$ cat config.mk
export PLATFORM = sky130hd
export DESIGN_NAME = cmp_sort_ctrl
export DESIGN_NICKNAME = d
export VERILOG_FILES = /design/src/rtl/cmp_sort_ctrl.sv
export SDC_FILE = /design/constraint.sdc
export NUM_CORES = 1
export LEC_CHECK = 0
export ABC_AREA = 1
export BUFFER_PORTS_ARGS = -buffer_cell sky130_fd_sc_hd__buf_2
export CAP_MARGIN = 20
export CORE_AREA = 3 3 82 84
export CTS_CLUSTER_SIZE = 8
export DETAILED_ROUTE_END_ITERATION = 16
export DIE_AREA = 0 0 85 87
export GPL_ROUTABILITY_DRIVEN = 0
export MAX_ROUTING_LAYER = met4
export PLACE_DENSITY = 0.78
export SKIP_CTS_REPAIR_TIMING = 1
export SKIP_LAST_GASP = 1
export SYNTH_ARGS = -nofsm -noshare
export SYNTH_HDL_FRONTEND = slang
export SYNTH_SLANG_ARGS = --single-unit
$ cat constraint.sdc
create_clock -name iClk -period 4.3 [get_ports iClk]
set_clock_uncertainty 0.15 [all_clocks]
set_input_delay 0.86 -clock iClk [delete_from_list [all_inputs] [get_ports iClk]]
set_output_delay 0.86 -clock iClk [all_outputs]
set_load 0.05 [all_outputs]
$ cat src/rtl/cmp_sort_ctrl.sv
// Bubble-sort controller that time-shares one 8-bit comparator over a DEPTH-byte block.
// Optional swap statistics port oSwapCnt is enabled by defining SORT_STATS_EN.
module cmp_sort_ctrl #(
   parameter int DEPTH = 4
) (
   input  logic       iClk,
   input  logic       iRst,
   input  logic [7:0] iData,
   input  logic       iValid,
   output logic       oReady,
   input  logic       iDescend,
   output logic [7:0] oData,
   output logic       oValid,
   input  logic       iReady,
   output logic       oBusy
`ifdef SORT_STATS_EN
   ,
   output logic [5:0] oSwapCnt
`endif
);

   localparam int PW = $clog2(DEPTH);
   localparam logic [PW-1:0] LAST_IDX = PW'(DEPTH - 1);
   localparam logic [PW-1:0] LAST_CMP = PW'(DEPTH - 2);

   typedef enum logic [1:0] {LOAD, SORT, DRAIN} state_t;

   state_t          state_q, state_d;
   logic [PW-1:0]   wr_ptr_q, wr_ptr_d;
   logic [PW-1:0]   rd_ptr_q, rd_ptr_d;
   logic [PW-1:0]   pass_q, pass_d;
   logic [PW-1:0]   j_q, j_d;
   logic            swap_q, swap_d;
   logic            desc_q, desc_d;
   logic            rdy_q;
   logic [7:0]      mem_q [DEPTH];
   logic [7:0]      mem_d [DEPTH];

   logic [7:0]      cmp_a, cmp_b;
   logic            cmp_gt, cmp_eq, cmp_lt;
   logic            do_swap, in_xfer, out_xfer, first_xfer;

   // The single shared comparator: always looks at the adjacent pair selected by j.
   assign cmp_a  = mem_q[j_q];
   assign cmp_b  = mem_q[j_q + 1'b1];
   assign cmp_gt = (cmp_a > cmp_b);
   assign cmp_eq = (cmp_a == cmp_b);
   assign cmp_lt = (cmp_a < cmp_b);

   // Equal pairs never swap, which keeps the sort stable.
   assign do_swap    = (state_q == SORT) && !cmp_eq && (desc_q ? cmp_lt : cmp_gt);
   assign in_xfer    = iValid && oReady;
   assign out_xfer   = oValid && iReady;
   assign first_xfer = in_xfer && (wr_ptr_q == '0);

   always_comb begin
      oReady = (state_q == LOAD) && rdy_q;
      oBusy  = (state_q == SORT);
      oValid = (state_q == DRAIN);
      oData  = oValid ? mem_q[rd_ptr_q] : 8'h00;
   end

   // NOTE: every _d signal takes its _q value first, so no path can leave one unassigned and infer a latch.
   always_comb begin
      state_d  = state_q;
      wr_ptr_d = wr_ptr_q;
      rd_ptr_d = rd_ptr_q;
      pass_d   = pass_q;
      j_d      = j_q;
      swap_d   = swap_q;
      desc_d   = desc_q;
      mem_d    = mem_q;

      case (state_q)
         LOAD: begin
            if (in_xfer) begin
               mem_d[wr_ptr_q] = iData;
               if (first_xfer) desc_d = iDescend;
               if (wr_ptr_q == LAST_IDX) begin
                  wr_ptr_d = '0;
                  j_d      = '0;
                  pass_d   = '0;
                  swap_d   = 1'b0;
                  state_d  = SORT;
               end else begin
                  wr_ptr_d = wr_ptr_q + 1'b1;
               end
            end
         end
         SORT: begin
            if (do_swap) begin
               mem_d[j_q]        = cmp_b;
               mem_d[j_q + 1'b1] = cmp_a;
            end
            if (j_q == LAST_CMP) begin
               // A clean pass means the block is already ordered; stop early.
               if (!(swap_q || do_swap) || (pass_q == LAST_CMP)) begin
                  state_d = DRAIN;
               end else begin
                  pass_d = pass_q + 1'b1;
                  j_d    = '0;
                  swap_d = 1'b0;
               end
            end else begin
               j_d    = j_q + 1'b1;
               swap_d = swap_q || do_swap;
            end
         end
         DRAIN: begin
            if (out_xfer) begin
               if (rd_ptr_q == LAST_IDX) begin
                  rd_ptr_d = '0;
                  state_d  = LOAD;
               end else begin
                  rd_ptr_d = rd_ptr_q + 1'b1;
               end
            end
         end
         default: state_d = LOAD;
      endcase
   end

   // NOTE: sequential state uses non-blocking assignments so all flops sample the same pre-edge values.
   always_ff @(posedge iClk or posedge iRst) begin
      if (iRst) begin
         state_q  <= LOAD;
         wr_ptr_q <= '0;
         rd_ptr_q <= '0;
         pass_q   <= '0;
         j_q      <= '0;
         swap_q   <= 1'b0;
         desc_q   <= 1'b0;
         rdy_q    <= 1'b0;
         // NOTE: the block buffer is a handful of flops, not a RAM, so it can and does take the reset.
         for (int i = 0; i < DEPTH; i++) mem_q[i] <= 8'h00;
      end else begin
         state_q  <= state_d;
         wr_ptr_q <= wr_ptr_d;
         rd_ptr_q <= rd_ptr_d;
         pass_q   <= pass_d;
         j_q      <= j_d;
         swap_q   <= swap_d;
         desc_q   <= desc_d;
         rdy_q    <= 1'b1;
         mem_q    <= mem_d;
      end
   end

`ifdef SORT_STATS_EN
   logic [5:0] swap_cnt_q, swap_cnt_d;

   always_comb begin
      swap_cnt_d = swap_cnt_q;
      if (first_xfer)   swap_cnt_d = 6'd0;
      else if (do_swap) swap_cnt_d = swap_cnt_q + 6'd1;
   end

   always_ff @(posedge iClk or posedge iRst) begin
      if (iRst) swap_cnt_q <= 6'd0;
      else      swap_cnt_q <= swap_cnt_d;
   end

   assign oSwapCnt = swap_cnt_q;
`endif

endmodule

[After elaboration in Yosys (flattened, before gate mapping)]
Cells that the tools add are included.
Storage, ports and cells
  word-level logic and storage cells: 113
  register bits: 45
  bits of input ports: 13
Cells by class
  reductions and logical operators: 23
  $lt $le $gt $ge: 9
  multiplexer cells: 45
  bitwise operators: 4
  $add $sub $neg: 4
  eq/ne operators: 16
Operator list (count)
  32-bit bitwise mux: 3
  8-bit two-way mux: 10
  32-bit two-way mux: 2
  32-bit case mux with 2 select lines: 1
  8-bit binary-select mux with 2-bit select: 3
  8-bit demux with 2-bit select: 3
  2-bit two-way mux: 14
  3-bit >= comparator, second input constant: 4
  2-bit by 1-bit != test with 1-bit output, second input constant: 6
  2-bit inverter with 3-bit output: 4
  2-bit equality test, second input constant: 5
  1-bit logical AND: 9
  3-bit by 1-bit less-than comparator with 1-bit output, second input constant: 3
  2-bit by 1-bit adder with 2-bit output, second input constant: 4
  8-bit equality test: 1
  8-bit greater-than comparator: 1
  8-bit less-than comparator: 1
  2-bit case mux with 2 select lines: 2
  2-bit case mux with 3 select lines: 1
  3-bit AND reduction: 2
  6-bit AND reduction: 1
  1-bit two-way mux: 5
  5-bit AND reduction: 1
  2-bit logical NOT: 2
  other kinds (9): 13

[Longest topological paths before layout]
Gate-level depths: netlist of run 1.
  depth in word-level cells: 15
  depth in mapped cells: 26

[Least setup slack after synthesis of run 1]
Ideal clock, no wire load.
  path type: reg2out
  from: reg state_q[1]
  to: out oData[0]
  buffers on the path: 0
  slack: 859 ps
  cell stages (with the launch flop): 5
  data required time: 3290 ps
  arrival time: 2431 ps
  cell sequence: dfrtp_1 > inv_1 > nor2_1 > clkinv_1 > a21oi_1
Between the ends
  word-level cells in the longest chain between the ends: 2
Ends and longest elaborated chain
  from (decl): line 28  | state_t state_q, state_d;
  from (signal assigned): line 137  | state_q <= state_d;
  2-bit equality test: line 59  | oValid = (state_q == DRAIN);
  net oValid: line 13  | output logic oValid,
  8-bit two-way mux: line 60  | oData = oValid ? mem_q[rd_ptr_q] : 8'h00;
  to (decl): line 12  | output logic [7:0] oData,
The timed path passes the listed nets, and every way through them passes these cells.

[Worst setup path after layout of run 1]
  from: reg j_q[0]
  to: reg mem_q[13] (netlist name)
Between the ends
  word-level cells in the longest chain between the ends: 11
  elaborated cells between the ends (all ways): 32
  those cells by class: add/sub (1); order compare (6); eq/ne (2); mux (15); bitwise (2); reduce/logical (6)
Ends and longest elaborated chain
  from (decl): line 32  | logic [PW-1:0] j_q, j_d;
  from (signal assigned): line 141  | j_q <= j_d;
  branches (longest 11 deep; another with 8-bit greater-than comparator)
  to (signal assigned): line 145  | mem_q <= mem_d;
  to (decl): line 36  | logic [7:0] mem_q [DEPTH];
Several ways; the timed one is not identified. The select of a mux whose other input is x is not followed.
A chain may end at the register's enable or synchronous reset.

==> impl_metrics.yaml, run 1 <==
clock_network:
  cts.sinks: 45
  root_buffer: "clkbuf_8"
  cts_max_level: 2
  clock_latency_ns: 0.31
  cts_tree: "built"
  numCtsBuffers: 5
  cts_buffer_depth: 2
  clk_pin_slew_ns: 0.08
routing:
  routed.top_layer: "met4"
  routed_via_density: 6.34
  dr_wl_met2_mm: 4.89
  wl_per_cell_um: 18.0
  firstDrtPassIters: 8
  ant_nets: 0
  wl_mm: 11.1
  vias: 3892
  wl_met3_mm: 1.24
  drc_errors: 0
  drt_iter0_markers: 643
  wl_met1_mm: 4.59
placement:
  dp.cells: 605
  io_buffer_count: 23
  place_area_um2: 3780
  hpwlAfterDp_mm: 7.83
finish:
  post-route-util_pct: 65.1
  num-fill-cells: 555
  syn2layout_area_growth_pct: 5.73
  drive_above_1_share_pct: 9.48
  final_area_um2: 3900
  fin_nets: 570
  final-instance-count-excl-fill: 614
pwr:
  power_frac_seq_pct: 20.8
  clkPwrFrac_pct: 9.4
  ir_worst_vdd_uv: 750
  switchingPower_mw: 2.07
  total_leakage_power_nw: 1.84
  p_int_mw: 1.54
  power_density_nw_per_um2: 926
  p_total_mw: 3.61
  swShare_pct: 57.3
  combPwrFrac_pct: 69.8
critical_path:
  path_max_fanout: 16
  rrSetupSlack_ns: 0.75
  startpoint_type: "flip-flop"
  slowest_delay_ns: 0.49
  worstPathCellList: "inv_1, ha_1, inv_1, a21oi_1, o21ai_0, nand2_1, ha_1, a21o_1, nor2_1, nand2_1, nand2_1, nand3_4, a21oi_4, nand3_1, o21ai_0"
  required_ns: 4.38
  path_buf_inv: 2
  crit_slowest_cell: "ha_1"
  arrival_ns: 3.63
  path_class: "reg -> reg"
  cp-end-kind: "flip-flop"
  cp_top_family: "compound AO/OA/AOI/OAI gates"
  worst_path_most_repeated_cell: "nand2_1"
logic_synthesis:
  syn_inst: 532
  synthDistinctLibCells: 29
  synth_top_family_by_area: "compound AO/OA/AOI/OAI gates"
  post_synth_mux_area_share_pct: 0.305
  synth_nets: 565
  synth_xor_area_share_pct: 0
  synth_seq_cells: 45
  syn_area_um2: 3690
  yosys_warnings: 0
  ys_seq_area_share_pct: 30.5
  synth-compound-area-share_pct: 30.3
  postSynthAreaPerCell_um2: 6.94
  synthSimpleGateAreaFrac_pct: 20.4
  synth-adder-area-share_pct: 6.78
floorplan:
  initial_core_util_pct: 61.6
  die_area_um2: 7400
  ios: 24
  rows: 28
  core_um2: 5990
  dieWidth_um: 85
  die_height_um: 87
timing:
  maxSlewViolCount: 0
  rsz0062_at_grt: "no"
  finalCritPeriodShare_pct: 82.7
  min_period_ns: 3.55
  worst_pin_slew_ns: 0.664
  relSlewSlack_pct: 55.6
  setup_viol: 0
  fmax_mhz: 281
  setup_tns_ns: 0
  hold_viol_final: 0
global_routing:
  grt_pass1_vias: 3452
  grtUsageTotal_pct: 31.3
  gr-total-overflow: 0
  antenna_found_initial: 1
  grt_pass1_wl_mm: 17.7
  grt_max_degree: 69
run:
  maxCapViolCount: 0
outcome:
  status: "complete, no violations"
hold_path:
  hold_class: "reg -> reg"
cell type report:
| class | count | area [um^2] | area share (%) |
|---|---|---|---|
| multi-input cells | 384 | 2140 | 54.8 |
| flip-flops and latches | 45 | 1130 | 28.9 |
| inverters | 73 | 274 | 7.02 |
| repair buffers | 28 | 153 | 3.91 |
| well taps | 75 | 93.8 | 2.40 |
| clock buffers | 7 | 86.3 | 2.21 |
| clock inverters | 1 | 30.0 | 0.769 |
| diodes | 1 | 2.50 | 0.0641 |
routing by layer:
metal	up-vias	GRT usage (%)
li1	1827	-
met1	1770	43.1
met2	251	46.8
met3	44	5.30
met4	0	11.1
met5	-	-
per-stage QoR:
step                hold slack [ns]  worst slack [ns]
floorplan                     0.292             0.859
global placement              0.308             0.955
detailed placement            0.312             0.905
CTS                           0.332             0.867
global route                  0.353             0.489
finish                        0.333             0.746
worst register-to-register path, stage by stage, from the launching register on:
cell and delay (ns):
dfrtp_1 0.35, inv_1 0.10, ha_1 0.49, inv_1 0.22
a21oi_1 0.15, o21ai_0 0.09, nand2_1 0.18, ha_1 0.27
a21o_1 0.18, nor2_1 0.14, nand2_1 0.07, nand2_1 0.09
nand3_4 0.15, a21oi_4 0.46, nand3_1 0.26, o21ai_0 0.13
state kept, by name, summed over array words and instances, names as in the netlist:
register / cells
desc_q: 1
j_q: 2
mem_q: 32
pass_q: 2
rd_ptr_q: 2
rdy_q: 1
state_q: 2
swap_q: 1
wr_ptr_q: 2
logic make-up (layout without fill, tap and decap cells):
family                     count (synthesis)  in the layout
AOI/OAI and AO/OA                        186            186
and+or+nand+nor                          176            176
buffers and inverters                    103            109
DFF                                       45             45
adders and majority gates                 20             20
other                                      1              2
muxes                                      1              1
path summary, 6_finish.rpt:
path	to	cells past startpoint	start
worst min-delay path	pass_q[1]	2	pass_q[1]
worst max-delay path	mem_q[13]	15	j_q[0]
worst min register to register	pass_q[1]	2	pass_q[1]
max in group asynchronous	pass_q[0]	3	iRst
worst max register to register	mem_q[13]	15	j_q[0]
min in group asynchronous	rd_ptr_q[1]	3	iRst
power by group through the flow:
stage | Sequential [mW] | Combinational (mW) | Clock (mW)
finish | 0.753 | 2.52 | 0.340
global route | 0.773 | 2.82 | 0.358
CTS | 0.747 | 2.45 | 0.342
detailed placement | 0.756 | 2.44 | 0
global placement | 0.752 | 2.42 | 0
floorplan | 0.688 | 2.01 | 0
placed cells by master, fill, tap and decap left out:
master,instances
nand3_2,2
dfrtp_1,45
o22ai_2,1
nand2_1,118
a21oi_1,58
bufinv_16,1
nand2_4,1
inv_1,63
clkinv_1,8
buf_2,23
clkbuf_1,1
nor2_4,1
nand3_1,39
clkbuf_8,6
o21ai_1,18
a21o_1,1
buf_4,5
and2_1,1
ha_1,20
o21ai_0,68
conb_1,1
nor2_1,13
mux2_2,1
diode_2,1
inv_2,2
a21oi_2,1
o21ai_2,2
o22ai_1,1
a21oi_4,4
nand3_4,1
o221ai_1,32
synthesized netlist by cell type, drive strengths merged:
| library cell | count | area share, % |
|---|---|---|
| nand2 | 119 | 12 |
| o21ai | 88 | 12 |
| inv | 66 | 6.7 |
| a21oi | 63 | 9.9 |
| dfrtp | 45 | 31 |
| nand3 | 42 | 6.3 |
| o221ai | 32 | 7.6 |
| ha | 20 | 6.8 |
| buf | 17 | 2.8 |
| nor2 | 14 | 1.6 |
| clkbuf | 13 | 1.3 |
| clkinv | 7 | 0.71 |
| o22ai | 2 | 0.51 |
| a21o | 1 | 0.20 |
| and2 | 1 | 0.17 |
| conb | 1 | 0.10 |
| mux2 | 1 | 0.31 |
No activity file was read; power rests on OpenSTA's default activity.
==> run 2: changes to the inputs <==
- clock period: 4.3 -> 3.6 ns (I/O delays scaled with it)
==> run 2 against run 1 <==
Cell count up 1.5%; via count up 1.0%; first-iteration DRC count down 6.1%; die area unchanged; global-route usage up 1.9 points; critical endpoint is now oData[7]; highest routed layer unchanged.
==> impl_metrics.yaml, run 2 (synthesis results as in run 1) <==
routing:
  ant_nets: 0
  vias: 3931
  drt_iter0_markers: 604
  wl_mm: 11.5
  drc_errors: 0
  routed_via_density: 6.31
  firstDrtPassIters: 5
  wl_per_cell_um: 18.5
critical_path:
  startpoint_type: "flip-flop"
  worst_path_most_repeated_cell: "a21oi_1"
  r2r-start: "j_q[0]"
  arrival_ns: 2.57
  path_class: "reg -> out"
  required_ns: 2.73
  path_max_fanout: 18
  worstPathCellList: "clkinvlp_4, a21oi_1, o21ai_0, a21oi_1, buf_2"
  startpoint: "rd_ptr_q[0]"
  crit_slowest_cell: "dfrtp_1"
  cp-end-kind: "output port"
  slowest_delay_ns: 0.80
run:
  maxCapViolCount: 0
clock_network:
  clock_latency_ns: 0.30
  numCtsBuffers: 5
  root_buffer: "clkbuf_8"
  cts_tree: "built"
  clk_pin_slew_ns: 0.08
  cts_max_level: 2
  cts.sinks: 45
  cts_buffer_depth: 2
finish:
  diodes: 0
  syn2layout_area_growth_pct: 7.90
  largest_register_ffs: 32
  fin_nets: 580
  layout.cells.most_common: "nand2_1"
  top_register: "mem_q"
  most-common-layout-cells: "nand2_1 (118), o21ai_0 (68), inv_1 (63), a21oi_1 (58), dfrtp_1 (45)"
  drive_above_1_share_pct: 11.3
floorplan:
  dieWidth_um: 85
  die_height_um: 87
  initial_core_util_pct: 61.6
  core_um2: 5990
  rows: 28
  die_area_um2: 7400
  ios: 24
outcome:
  status: "complete, no violations"
pwr:
  ir_worst_vdd_uv: 767
  total_leakage_power_nw: 1.89
  power_density_nw_per_um2: 1120
global_routing:
  grt_pass1_vias: 3698
  met1_usage_pct: 43.4
  grtUsageTotal_pct: 33.2
  gr-total-overflow: 0
  antenna_found_initial: 0
  grt_pass1_wl_mm: 18.8
  use_met2_pct: 50.4
  grt_max_degree: 69
  busiest_layer: "met2"
  use_met3_pct: 4.92
timing:
  setup_viol: 0
  fmax_mhz: 291
  setup_tns_ns: 0
  holdWs_ns: 0.334
  min_period_ns: 3.44
  rsz0062_at_grt: "yes"
  worst_pin_slew_ns: 0.914
  finalCritPeriodShare_pct: 95.5
  maxSlewViolCount: 0
  relSlewSlack_pct: 38.7
  hold_viol_final: 0
placement:
  io_buffer_count: 23
  hpwlAfterDp_mm: 7.74
hold_path:
  hold_start: "swap_q"
  hold_class: "reg -> reg"
[run 2: cell count changes in the layout (fill, tap and decap cells not counted), sizes merged]
cell,change
buf,+10
bufinv,-1
clkbuf,-1
clkinv,+1
clkinvlp,+1
diode,-1
[run 2: where the power goes]
part | total (mW) | switching (mW) | internal, mW
clock network | 0.313 | 0.178 | 0.135
registers | 0.900 | 0.184 | 0.716
logic | 3.26 | 2.19 | 1.08
[run 2: final timing paths]
kind	end	slack, ns	cells past startpoint
max	oData[7]	0.16	5
min	swap_q	0.33	2
max reg2reg	mem_q[11]	0.26	15
min reg2reg	swap_q	0.33	2
max in group asynchronous	wr_ptr_q[0]	2.21	3
min in group asynchronous	rd_ptr_q[0]	0.34	2
[run 2: worst max-delay path, delay by kind of cell (launching register included)]
family	cells	cell delay, ns
buffers and inverters	2	0.85
AOI/OAI and AO/OA	3	0.61
DFF	1	0.80
[run 2: cell type report]
cell class	count	area [um^2]
clock buffers	6	72.6
clock inverters	2	10.0
fillers	545	2010
inverters	73	278
multi-input cells	384	2140
flip-flops and latches	45	1130
well taps	75	93.8
repair buffers	38	265
[run 2: metal layers]
layer	share of wire (%)	wire, um
met2	45	5220
met3	9.7	1120
met5	0	0
met1	40	4650
met4	4.7	546
[run 2: per-stage QoR]
stage,cell area (um^2),instances,util [%],setup WS [ns],power [mW]
after floorplan,3690,532,-,0.258,3.22
after global placement,3810,607,63.6,0.318,3.80
after detailed placement,3810,607,63.6,0.221,3.88
after CTS,3890,615,65.0,0.148,4.21
after global routing,3980,623,66.5,-0.00667,4.87
final,3980,623,66.5,0.161,4.48
==> run 3: changes to the inputs <==
- PLACE_DENSITY: 0.78 -> 0.79
==> run 3 against run 2 <==
Worst hold slack got worse by 0.041 ns; register-to-register slack got worse by 0.06 ns; fmax rose by 1.0%; wire length fell by 0.15%; die area did not move; critical path depth rose by 11; power fell by 0.98%; utilization fell by 0.50 points; critical endpoint is now mem_q[7]; largest power group unchanged.
==> impl_metrics.yaml, run 3 (synthesis results as in run 1) <==
timing:
  rsz0062_at_grt: "yes"
  setup_viol: 0
  worst_pin_slew_ns: 0.777
  fmax_mhz: 294
  min_period_ns: 3.40
  relSlewSlack_pct: 47.8
  timing.final.ws_setup_ns: 0.196
  hold_viol_final: 0
  maxSlewViolCount: 0
  finalCritPeriodShare_pct: 94.6
  holdWs_ns: 0.293
floorplan:
  core_um2: 5990
  ios: 24
  rows: 28
  die_area_um2: 7400
  initial_core_util_pct: 61.6
  die_height_um: 87
  dieWidth_um: 85
clock_network:
  cts.sinks: 45
  clk_pin_slew_ns: 0.09
  cts_max_level: 2
  cts_tree: "built"
  cts_buffer_depth: 2
  root_buffer: "clkbuf_8"
  numCtsBuffers: 5
  clock_latency_ns: 0.31
pwr:
  ir_worst_vdd_uv: 864
  combPwrFrac_pct: 70.5
  clkPwrFrac_pct: 9.3
  power_density_nw_per_um2: 1120
  power_frac_seq_pct: 20.2
  switchingPower_mw: 2.53
  p_int_mw: 1.91
  swShare_pct: 57.0
  total_leakage_power_nw: 1.88
finish:
  syn2layout_area_growth_pct: 7.08
  drive_above_1_share_pct: 10.6
  layout.cells.most_common: "nand2_1"
  num-fill-cells: 544
  most-common-layout-cells: "nand2_1 (118), o21ai_0 (68), inv_1 (63), a21oi_1 (58), dfrtp_1 (45)"
  fin_nets: 577
  diodes: 0
  largest_register_ffs: 32
  top_register: "mem_q"
  final-instance-count-excl-fill: 620
hold_path:
  hold_class: "in -> async"
global_routing:
  grt_max_degree: 69
  antenna_found_initial: 0
  grt_pass1_vias: 3639
  grt_pass1_wl_mm: 18.6
  gr-total-overflow: 0
  grtUsageTotal_pct: 32.9
placement:
  hpwlAfterDp_mm: 7.82
  io_buffer_count: 23
  dp.cells: 610
  place_ws_ns: 0.354
routing:
  vias: 3975
  drc_errors: 0
  wl_per_cell_um: 18.6
  dr_wl_met2_mm: 5.16
  routed_via_density: 6.41
  firstDrtPassIters: 7
  wl_met1_mm: 4.62
  ant_nets: 0
  drt_iter0_markers: 652
  wl_met3_mm: 1.28
  routed.top_layer: "met4"
  wl_mm: 11.5
critical_path:
  path_max_fanout: 9
  required_ns: 3.68
  startpoint_type: "flip-flop"
  cp-end-kind: "flip-flop"
  path_class: "reg -> reg"
  arrival_ns: 3.49
run:
  maxCapViolCount: 0
outcome:
  status: "complete, no violations"
==> run 3: power by group through the flow <==
stage,sequential [mW],clock (mW),combinational [mW]
detailed placement,0.898,0,2.98
finish,0.894,0.412,3.13
CTS,0.887,0.410,3.00
global route,0.914,0.433,3.46
floorplan,0.822,0,2.40
global placement,0.885,0,2.91
==> run 3: area by class of cell <==
cell class                 instances  area, um^2  share of cell area [%]
multi-input combinational        384        2140                    54.1
sequential                        45        1130                    28.5
inverter                          73         274                    6.93
timing repair buffer              35         205                    5.19
tap                               75        93.8                    2.37
clock buffer                       7        86.3                    2.18
clock inverter                     1        30.0                   0.760
==> run 3: metal layers <==
metal / vias up / track usage [%]
li1: 1833 / -
met2: 267 / 51.1
met5: - / -
met1: 1820 / 42.8
met3: 55 / 5.96
met4: 0 / 13.1
==> run 3: critical path, stage by stage (launching register included) <==
cell,delay [ns]
dfrtp_1,0.37
clkinv_1,0.09
ha_1,0.30
inv_1,0.29
a21oi_1,0.07
o21ai_0,0.11
nand2_1,0.17
ha_1,0.33
a21o_1,0.19
nor2_1,0.13
nand2_1,0.07
nand2_1,0.10
nand3_4,0.15
a21oi_4,0.36
buf_4,0.26
nand3_1,0.10
o21ai_1,0.09
==> run 3: metrics by stage <==
step	setup TNS, ns	utilization (%)	instance area [um^2]	total power [mW]
6_report	0	66.0	3950	4.43
5_1_grt	-0.0707	66.0	3950	4.81
4_1_cts	0	65.7	3940	4.30
3_5_place_dp	0	63.8	3820	3.88
3_3_place_gp	0	63.8	3820	3.80
2_1_floorplan	0	-	3690	3.22
==> run 3: worst paths after layout <==
check                        from  cells after the start  slack [ns]         to
setup / recovery           j_q[1]                     16        0.20   mem_q[7]
hold / removal               iRst                      2        0.29  mem_q[17]
setup reg to reg           j_q[1]                     16        0.20   mem_q[7]
hold reg to reg            swap_q                      2        0.33     swap_q
max in group asynchronous    iRst                      3        2.26   mem_q[7]
min in group iClk          swap_q                      2        0.33     swap_q
